===== src/rtl/cpu_seq_pkg.sv =====
// rtl/cpu_seq_pkg.sv - shared state encoding and opcode constants for the cpu sequencer
package cpu_seq_pkg;

  typedef enum logic [2:0] {
    S_HALT    = 3'd0,
    S_FETCH   = 3'd1,
    S_EXEC1   = 3'd2,
    S_EXEC2   = 3'd3,
    S_STOPPED = 3'd4
  } seq_state_t;

  localparam logic [3:0] OP_LDA = 4'b0000;
  localparam logic [3:0] OP_STA = 4'b0001;
  localparam logic [3:0] OP_ADD = 4'b0010;
  localparam logic [3:0] OP_SUB = 4'b0011;
  localparam logic [3:0] OP_AND = 4'b0100;
  localparam logic [3:0] OP_OR  = 4'b0101;
  localparam logic [3:0] OP_JMP = 4'b0110;
  localparam logic [3:0] OP_STP = 4'b0111;
  localparam logic [3:0] OP_LDI = 4'b1000;
  localparam logic [3:0] OP_LSL = 4'b1001;
  localparam logic [3:0] OP_LSR = 4'b1010;
  localparam logic [3:0] OP_ASR = 4'b1011;

endpackage


===== src/rtl/seq_counter.sv =====
// rtl/seq_counter.sv - wrapping up-counter with synchronous clear and count enable
module seq_counter #(
  parameter int W = 16
) (
  input  logic         clk,
  input  logic         rst_n,
  input  logic         clr,
  input  logic         en,
  output logic [W-1:0] count
);

  always_ff @(posedge clk) begin
    if (!rst_n || clr)
      count <= '0;
    else if (en)
      count <= count + 1'b1;
  end

endmodule


===== src/rtl/cpu_sequencer.sv =====
// rtl/cpu_sequencer.sv - run-control FSM producing FETCH/EXEC1/EXEC2 strobes plus cycle/instruction counters
// Optional breakpoint halt at instruction boundaries is enabled by SEQ_BREAKPOINT_EN.
module cpu_sequencer #(
  parameter int         CNT_W  = 16,
  parameter int         ADDR_W = 12,
  parameter logic [3:0] OP_STP = cpu_seq_pkg::OP_STP
) (
  input  logic              clk,
  input  logic              rst_n,
  input  logic              run,
  input  logic              step,
  input  logic              halt_req,
  input  logic              restart,
  input  logic [3:0]        IR,
  input  logic              EXTRA,
  input  logic [ADDR_W-1:0] pc,
  input  logic              bp_en,
  input  logic [ADDR_W-1:0] bp_addr,
  output logic              FETCH,
  output logic              EXEC1,
  output logic              EXEC2,
  output logic              halted,
  output logic              stopped,
  output logic              bp_hit,
  output logic [CNT_W-1:0]  cyc_cnt,
  output logic [CNT_W-1:0]  ins_cnt
);
  import cpu_seq_pkg::*;

  seq_state_t state, state_nxt;
  logic       step_flag, step_nxt;
  logic       at_b;
  logic       bp_match;

`ifdef SEQ_BREAKPOINT_EN
  assign bp_match = bp_en && (pc == bp_addr);
`else
  assign bp_match = 1'b0;
  logic unused_bp;
  assign unused_bp = &{1'b0, bp_en, bp_addr, pc};
`endif

  always_ff @(posedge clk) begin
    if (!rst_n) begin
      state     <= S_HALT;
      step_flag <= 1'b0;
    end else begin
      state     <= state_nxt;
      step_flag <= step_nxt;
    end
  end

  always_comb begin
    state_nxt = state;
    step_nxt  = step_flag;
    at_b      = 1'b0;
    case (state)
      S_HALT: begin
        if (step || (run && !halt_req)) begin
          state_nxt = S_FETCH;
          step_nxt  = step;
        end
      end
      S_FETCH:   state_nxt = S_EXEC1;
      S_EXEC1: begin
        if (EXTRA) state_nxt = S_EXEC2;
        else       at_b      = 1'b1;
      end
      S_EXEC2:   at_b = 1'b1;
      S_STOPPED: if (restart) state_nxt = S_HALT;
      default:   state_nxt = S_HALT;
    endcase
    // Instruction boundary: STP beats breakpoint beats the ordinary stop conditions.
    if (at_b) begin
      step_nxt = 1'b0;
      if (IR == OP_STP)
        state_nxt = S_STOPPED;
      else if (bp_match || step_flag || halt_req || !run)
        state_nxt = S_HALT;
      else
        state_nxt = S_FETCH;
    end
  end

`ifdef SEQ_BREAKPOINT_EN
  logic bp_q;
  always_ff @(posedge clk) begin
    if (!rst_n)
      bp_q <= 1'b0;
    else if (state == S_HALT && state_nxt == S_FETCH)
      bp_q <= 1'b0;
    else if (at_b && IR != OP_STP && bp_match)
      bp_q <= 1'b1;
  end
  assign bp_hit = bp_q;
`else
  assign bp_hit = 1'b0;
`endif

  assign FETCH   = (state == S_FETCH);
  assign EXEC1   = (state == S_EXEC1);
  assign EXEC2   = (state == S_EXEC2);
  assign halted  = (state == S_HALT) || (state == S_STOPPED);
  assign stopped = (state == S_STOPPED);

  seq_counter #(.W(CNT_W)) u_cyc_cnt (
    .clk   (clk),
    .rst_n (rst_n),
    .clr   (1'b0),
    .en    (FETCH || EXEC1 || EXEC2),
    .count (cyc_cnt)
  );

  seq_counter #(.W(CNT_W)) u_ins_cnt (
    .clk   (clk),
    .rst_n (rst_n),
    .clr   (1'b0),
    .en    (at_b),
    .count (ins_cnt)
  );

endmodule

===== config.mk =====
export PLATFORM = sky130hd
export DESIGN_NAME = cpu_sequencer
export DESIGN_NICKNAME = d
export VERILOG_FILES = /design/src/rtl/cpu_seq_pkg.sv /design/src/rtl/seq_counter.sv /design/src/rtl/cpu_sequencer.sv
export SDC_FILE = /design/constraint.sdc
export NUM_CORES = 1
export LEC_CHECK = 0
export CAP_MARGIN = 20
export CORE_ASPECT_RATIO = 0.8
export CORE_MARGIN = 2
export CORE_UTILIZATION = 43
export CTS_BUF_LIST = sky130_fd_sc_hd__clkbuf_4
export DETAILED_ROUTE_END_ITERATION = 16
export PLACE_DENSITY = 0.86
export SYNTH_ARGS = -nofsm -noshare
export SYNTH_HDL_FRONTEND = slang
export SYNTH_SLANG_ARGS = --single-unit

===== constraint.sdc =====
create_clock -name clk -period 2.4 [get_ports clk]
set_input_delay 0.48 -clock clk [delete_from_list [all_inputs] [get_ports clk]]
set_output_delay 0.48 -clock clk [all_outputs]
set_load 0.02 [all_outputs]

[Word level (Yosys, flattened, before mapping)]
Index checks and enable logic that the tools add are counted.
Storage, ports and cells
  input bits: 36
  word-level logic and storage cells: 38
  output and inout port bits: 38
  register bits after elaboration: 36
Cells by class
  reductions and logical operators: 13
  add/subtract/negate cells: 2
  mux-type cells: 9
  bitwise operators: 1
  eq/ne operators: 9
Operators with widths (count)
  $add 16x1->16 const B: 2
  $mux 3: 5
  $pmux 3 s5: 1
  $eq 3x2->1 const B: 2
  $logic_or 1x1->1: 6
  $ne 3x2->1 const B: 2
  $eq 4x3->1 const B: 1
  $reduce_and 4->1: 1
  $eq 3x1->1 const B: 1
  $eq 3x3->1 const B: 1
  $logic_not 3->1: 1
  $ne 3x3->1 const B: 1
  $logic_not 1->1: 2
  $mux 1: 2
  $ne 2x1->1 const B: 1
  $pmux 1 s2: 1
  $reduce_and 2->1: 1
  $reduce_or 2->1: 1
  $logic_and 1x1->1: 1
  $not 1->1: 1

[Longest topological paths before layout]
Gate-level depths: netlist of run 1.
  word-level depth: 6
  mapped depth: 6
  mapped depth without buffers: 5

[Hierarchy]
A second synthesis of run 1 with hierarchy kept.
Second synthesis, totals
  cells, all modules: 192
  area, all modules: 1719.1 µm²
By module, submodules not included
  seq_counter: sequential area each 320.3 µm², instances 2, cells an instance 79, area an instance 720.7 µm²
  cpu_sequencer: sequential area each 80.1 µm², instances 1, cells an instance 34, area an instance 277.8 µm²

[Worst setup path before layout of run 1]
Ideal clock, no wire load.
  kind: flip-flop to flip-flop
  start: reg u_ins_cnt.count[0]
  end: reg u_ins_cnt.count[14]
  clock period less this slack: 1934 ps
  data arrival time: 1864 ps
  slack: 466 ps
  buffers on the path: 1
  data required time: 2330 ps
  stages on the path, launching flop included: 7
  library setup time: 70 ps
  cells stage by stage: dfxtp_1 > ha_1 > nand3_1 > or3_1 > buf_2 > or4_1 > a21oi_1
Between the ends
  cells in the longest elaborated chain, start to end: 1
Ends and longest elaborated chain
  from (decl): line seq_counter.sv:9  | output logic [W-1:0] count
  from (signal assigned): line seq_counter.sv:16  | count <= count + 1'b1;
  $add 16x1->16: line seq_counter.sv:16
No other way between the ends.
A chain may end at the register's enable or synchronous reset.

[Worst setup path in the final report of run 1]
  start: reg state[2]
  end: out EXEC2
Between the ends
  cells in the longest elaborated chain, start to end: 1
Ends and longest elaborated chain
  from (decl): line cpu_sequencer.sv:30  | seq_state_t state, state_nxt;
  from (signal assigned): line cpu_sequencer.sv:48  | state <= state_nxt;
  $eq 3x2->1: line cpu_sequencer.sv:102  | assign EXEC2 = (state == S_EXEC2);
  to (decl): line cpu_sequencer.sv:21  | output logic EXEC2,
No other way between the ends.

==> impl_metrics.yaml, run 1 <==
outcome:
  result_of_the_run: "finished clean"
synthesis:
  synth_area_per_cell_um2: 8.61
  async_flop_share_pct: 0
  ys_dominant_reg_cell: "sky130_fd_sc_hd__dfxtp_1"
  edff_count_synth: 0
  ys_seq_area_share_pct: 42.1
  synthesis.area_mm2: 0.00171
  ys_seq_elements: 36
  postSynthNetCount: 237
  synthDistinctLibCells: 38
  yosys_warnings: 0
  synthCells: 199
critical_path:
  critPathSlowestCell: "sky130_fd_sc_hd__clkdlybuf4s50_1"
  ff2ff_setup_slack_ns: 0.47
  crit_arrival_ns: 1.81
  timing_worst_setup_path_type: "flip-flop to output port"
  startpoint_type_of_the_worst_setup_path: "flip-flop"
  end_kind: "output port"
  worst-path-max-fanout: 9
  path_cells: "and2b_1 > and2_1 > clkdlybuf4s50_1"
  cpPeakStageDelay_ns: 0.53
  worst-endpoint-required_ns: 1.92
pwr:
  cellLeakagePower_nw: 0.725
  power-per-cell-area_mw_per_mm2: 483
  largest_voltage_drop_on_the_vdd_net_mv: 0.303
  post-layout-total-power_mw: 1.10
routing:
  detail_route.drc_violations: 0
  dr.pass1.iters: 5
  drt_wl_total_mm: 3.83
  route.detailed.vias_per_inst: 5.50
  num_vias: 1650
  drt-initial-drc-count: 84
  wl_per_cell_um: 12.8
  antenna_left: 0
final_layout:
  layout-drive-gt1-share_pct: 4.90
  post_layout_nonfiller_instances: 300
  synthToLayoutAreaGrowth_pct: 32.9
  antennaDiodeCount: 0
  final_net_count: 282
global_routing:
  gr-usage-all-layers_pct: 18.6
  globalRouteOverflowTotal: 0
  first_global_vias: 1431
  largest_net_degree_at_the_start_of_global_routing: 22
  grt_first_pass_wirelength_mm: 6.48
  grt_antenna_before_repair: 0
clock_tree:
  numCtsBuffers: 5
  postCtsSetupRepairBufs: 0
  cts_max_level: 2
  cts.root.buffer_cell: "sky130_fd_sc_hd__clkbuf_4"
  cts.reportedPaths.clkPinSlew_ns: 0.11
  cts-root-to-sink-buffers: 2
  clk-insertion-delay-late_ns: 0.34
  tritoncts_clock_tree: "done"
  clock_sinks: 36
floorplan:
  coreArea_mm2: 0.00380
  floorplan.initialDensity_pct: 45.0
  chipHeight_um: 60.5
  placement_rows: 20
  die_area_mm2: 0.00451
  die_w_um: 74.6
  design.portCount: 74
sta:
  final_critical_path_required_period_ns: 2.29
  setup_violations: 0
  fin_crit_sh_pct: 95.2
  grt_setup_unrepaired: "false"
  report.final.hold_viol_count: 0
  timing.fmax_mhz: 438
  holdWs_ns: 0.488
  post-route-worst-setup-slack_ns: 0.115
  tns_ns: 0
  timing.final.max_slew_violations: 0
  timing.clock.skew_ns: 0.00891
placement:
  dp.cells: 292
  place.port_buffers: 47
  post-dp-hpwl_mm: 2.74
  globalplace.congestion: 0.759
  dp_worst_setup_slack_ns: 0.0919
worst_hold_path:
  hold_class: "flip-flop to flip-flop"
job:
  max_cap_violations: 0
[logic make-up after synthesis]
group           synth area share (%)
compound gates                  13.4
other cells                    0.219
xor+xnor                        7.16
simple gates                    30.3
buf+inv                         4.16
fa+ha+maj                       1.46
flops                           42.1
mux                             1.17
[cell type report]
type | count | area (um^2)
Multi-Input combinational cell | 149 | 921
Clock buffer | 7 | 52.6
Sequential cell | 36 | 722
Timing Repair Buffer | 49 | 498
Fill cell | 351 | 1530
Clock inverter | 1 | 3.75
Tap cell | 55 | 68.8
Inverter | 3 | 11.3
[per-stage QoR]
| stage | area, um^2 | utilization [%] |
|---|---|---|
| after floorplan | 1710 | - |
| after global placement | 2220 | 58.4 |
| after detailed placement | 2220 | 58.4 |
| after CTS | 2280 | 59.9 |
| after global routing | 2280 | 59.9 |
| final | 2280 | 59.9 |
[power breakdown]
group,total [mW],switching (mW),internal (mW)
registers,0.628,0.0186,0.610
logic,0.140,0.0723,0.0677
clock network,0.333,0.197,0.135
total,1.10,0.288,0.813
[critical path, delay by kind of cell (launching register included)]
kind / cells / cell delay (ns)
DFF: 1 / 0.49
and+or+nand+nor: 2 / 0.44
buffers and inverters: 1 / 0.53
[flip-flops by register name, indices dropped and copies added, names as in the netlist]
signal,count
u_ins_cnt.count,16
state,3
step_flag,1
u_cyc_cnt.count,16
[repair_timing]
action | CTS | global route
setup endpoints to repair | 1 | 0
gates resized for setup | 1 | 0
hold buffers | 0 | 0
[routing by layer]
layer	vias to the layer above	track usage (%)	wire [um]
met2	57	28.6	1680
met4	0	6.63	57
met3	7	4.82	232
met5	-	0	0
met1	762	25.5	1860
li1	824	-	-
[final timing paths]
| check | startpoint | endpoint | cells past startpoint |
|---|---|---|---|
| max | state[2] | EXEC2 | 3 |
| min | u_ins_cnt.count[15] | u_ins_cnt.count[15] | 2 |
| max reg2reg | u_ins_cnt.count[0] | u_ins_cnt.count[12] | 5 |
| min reg2reg | u_ins_cnt.count[15] | u_ins_cnt.count[15] | 2 |
[Yosys cell counts (2+ instances only)]
library cell | count | area (um^2)
sky130_fd_sc_hd__xnor2_1 | 5 | 43.8
sky130_fd_sc_hd__inv_1 | 2 | 7.51
sky130_fd_sc_hd__dfxtp_1 | 36 | 721
sky130_fd_sc_hd__nor2_1 | 19 | 71.3
sky130_fd_sc_hd__and4_1 | 3 | 26.3
sky130_fd_sc_hd__nand2_1 | 10 | 37.5
sky130_fd_sc_hd__nand2b_1 | 2 | 12.5
sky130_fd_sc_hd__buf_4 | 2 | 15.0
sky130_fd_sc_hd__or4_1 | 8 | 60.1
sky130_fd_sc_hd__nor2b_1 | 2 | 12.5
sky130_fd_sc_hd__xor2_1 | 9 | 78.8
sky130_fd_sc_hd__nand4b_1 | 2 | 17.5
sky130_fd_sc_hd__nand3_1 | 9 | 45.0
sky130_fd_sc_hd__buf_2 | 3 | 15.0
sky130_fd_sc_hd__ha_1 | 2 | 25.0
sky130_fd_sc_hd__o21ai_0 | 9 | 45.0
sky130_fd_sc_hd__or3_1 | 8 | 50.1
sky130_fd_sc_hd__nor3_1 | 4 | 20.0
sky130_fd_sc_hd__clkbuf_1 | 5 | 18.8
sky130_fd_sc_hd__a21oi_1 | 18 | 90.1
sky130_fd_sc_hd__and2_1 | 4 | 25.0
sky130_fd_sc_hd__o31ai_1 | 8 | 60.1
sky130_fd_sc_hd__mux2i_1 | 2 | 20.0
sky130_fd_sc_hd__nand4_1 | 13 | 81.3
[cell usage in the layout (no fill, tap or decap), types with 2 or more instances in the layout]
master                            instances
sky130_fd_sc_hd__clkdlybuf4s50_1         47
sky130_fd_sc_hd__dfxtp_1                 35
sky130_fd_sc_hd__nor2_1                  19
sky130_fd_sc_hd__a21oi_1                 18
sky130_fd_sc_hd__nand4_1                 13
sky130_fd_sc_hd__nand2_1                 10
sky130_fd_sc_hd__xor2_1                   9
sky130_fd_sc_hd__nand3_1                  9
sky130_fd_sc_hd__o21ai_0                  9
sky130_fd_sc_hd__or3_1                    8
sky130_fd_sc_hd__o31ai_1                  8
sky130_fd_sc_hd__or4_1                    8
sky130_fd_sc_hd__clkbuf_4                 7
sky130_fd_sc_hd__xnor2_1                  5
sky130_fd_sc_hd__and2_1                   4
sky130_fd_sc_hd__nor3_1                   4
sky130_fd_sc_hd__and4_1                   3
sky130_fd_sc_hd__inv_1                    2
sky130_fd_sc_hd__clkinv_1                 2
sky130_fd_sc_hd__nand2b_1                 2
sky130_fd_sc_hd__nor2b_1                  2
sky130_fd_sc_hd__mux2i_1                  2
sky130_fd_sc_hd__nand4b_1                 2
sky130_fd_sc_hd__ha_1                     2
Power figures use the tool's default switching activity.
==> run 2, diff against run 1 <==
Settings changed: SKIP_LAST_GASP set to 1.
==> results of run 2 <==
No change in the layout: final DEF, timing and power equal those of run 1.
==> variant (settings of run 1) <==
Build with the macro `SEQ_BREAKPOINT_EN` defined.
--- a/src/rtl/cpu_sequencer.sv
+++ b/src/rtl/cpu_sequencer.sv
@@ -1,4 +1,6 @@
 // rtl/cpu_sequencer.sv - run-control FSM producing FETCH/EXEC1/EXEC2 strobes plus cycle/instruction counters
 // Optional breakpoint halt at instruction boundaries is enabled by SEQ_BREAKPOINT_EN.
+`define SEQ_BREAKPOINT_EN
+
 module cpu_sequencer #(
   parameter int         CNT_W  = 16,
Function: changed (a bounded check fails within 4 cycles, from zero or initial values and one cycle with rst_n low).
==> variant against run 1 <==
- utilization up 5.8 points
- clock skew shrank 0.0035 ns
- area after synthesis rose by 12%
- synthesized cell count grew 15%
- cell area grew 22%
- critical path depth grew 1
- total power rose by 12%
- sequential cell count is 1 higher
- register-to-register slack barely moved
- maximum frequency increased by 0.37%
- worst setup slack better by 0.0083 ns
- routed wire length rose by 22%
==> variant: results (changes against run 1) <==
- Post-DP HPWL: 3640 um (+33%)
- Met1 Usage GRT: 24.5% (-1.1 points)
- Critical path startpoint: state[1]
- Via count: 1920 (+16%)
- Clock buf count: 6 (-1)
- Number of vias per cell: 5.30 (-3.6%)
- DR iter-0 viols: 96 (+14%)
- Clock sink total: 37 (+2.8%)
- Hold path cells: 2 (unchanged)
- Largest net degree at the start of global routing: 18 (-18%)
- Buffering overhead: 27.9% (+6.1 points)
- Maximum VDD drop: 0.221 mV (-27%)
- Maximum net fanout on the critical path: 6 (-3)
- Sequential Area: 741 um^2 (+2.6%)
- Register share of total power: 52.8% (-4.3 points)
- Fillers: 356 (+1.4%)
- Syn_area_per_cell: 8.45 um^2 (-1.9%)
- Synth top area cells: dfxtp_1 (38%), xnor2_1 (7.3%), nand4_1 (4.2%), a21oi_1 (4.2%), xor2_1 (4.1%)
- Worst slack at placement: 0.206 ns (+0.114 ns)
- Hold_ws: 0.482 ns (-0.00637 ns)
- Met1 WL: 2050 um (+10%)
- Hold Path Class: reg2reg
- Max incr delay on CP: 0.60 ns (+0.07 ns)
- GPL Wtd Cong: 0.767 (+1.0%)
- Post-Syn Nets: 266 (+12%)
- Switching share of power: 27.7% (+1.5 points)
- Met3 wire length: 342 um (+47%)
- Met2 usage: 31.7% (+3.2 points)
- Capture point of the worst path: stopped
- Skew final: 0.00542 ns (-0.00349 ns)
- Hold path startpoint: u_ins_cnt.count[14]
- Worst Hold Path EP: u_ins_cnt.count[14]
- Vias in the first global route: 1696 (+19%)
- Multi-input gate share of the layout cell area: 39.9% (-0.53 points)
- Port Buffers: 73 (+55%)
- Met3 Track Usage GR: 6.21% (+1.4 points)
- Clock power share: 26.8% (-3.4 points)
- Commonest cells in the netlist: dfxtp_1 (37), nand2_1 (20), nor2_1 (19)
- 1st-pass router iterations: 4 (-1)
- Clock-cell share of area: 1.98% (-0.49 points)
- Nonclk buf count: 79 (+61%)
- R2R Setup Slk: 0.47 ns (about the same)
- Comb_multi_in: 174 (+17%)
- Total length of routed met2 wires: 2210 um (+31%)
- Critical R2R Launch: state[0]
- Reg-to-reg critical path endpoint: u_ins_cnt.count[10]
- Status: completed
- First-pass GRT wire length: 7780 um (+20%)
- PostCTS Resize Cnt: 0 (-1)
- Longest Clk Path Bufs: 2 (unchanged)
- Leakage: 0.000949 uW (+31%)
- Signal inverters: 7 (+4)
- Seq/Total Area, Yosys: 38.5% (-3.6 points)
## variant: changes by cell type in the layout (fill, tap and decap cells not counted), moves of 3 or more
cell             change
nor4_1               +4
o21ai_1              +3
clkdlybuf4s50_1     +26
or3_1                -3
nand2_1             +10
xnor2_1             +11
o21ai_0              -6
buf_4                +5
inv_1                +5
nand2b_1             +4
## variant: metrics by stage
stage / total power, uW / cell area (um^2) / utilization [%]
detailed placement: 918 / 2720 / 64.4
CTS: 1240 / 2780 / 65.7
floorplan: 796 / 1930 / -
finish: 1230 / 2780 / 65.7
global route: 1300 / 2780 / 65.7
global placement: 914 / 2720 / 64.4
## variant: cell families (layout without fill, tap and decap cells)
group / after synthesis / in the layout / share of synthesized area (%)
AO/OA/AOI/OAI: 37 / 37 / 12.5
multiplexers: 4 / 4 / 2.08
buffers and inverters: 17 / 94 / 3.96
AND/OR/NAND/NOR: 106 / 106 / 30.3
flip-flops: 37 / 37 / 38.5
adder cells (fa/ha/maj): 2 / 2 / 1.30
XOR/XNOR: 25 / 25 / 11.4
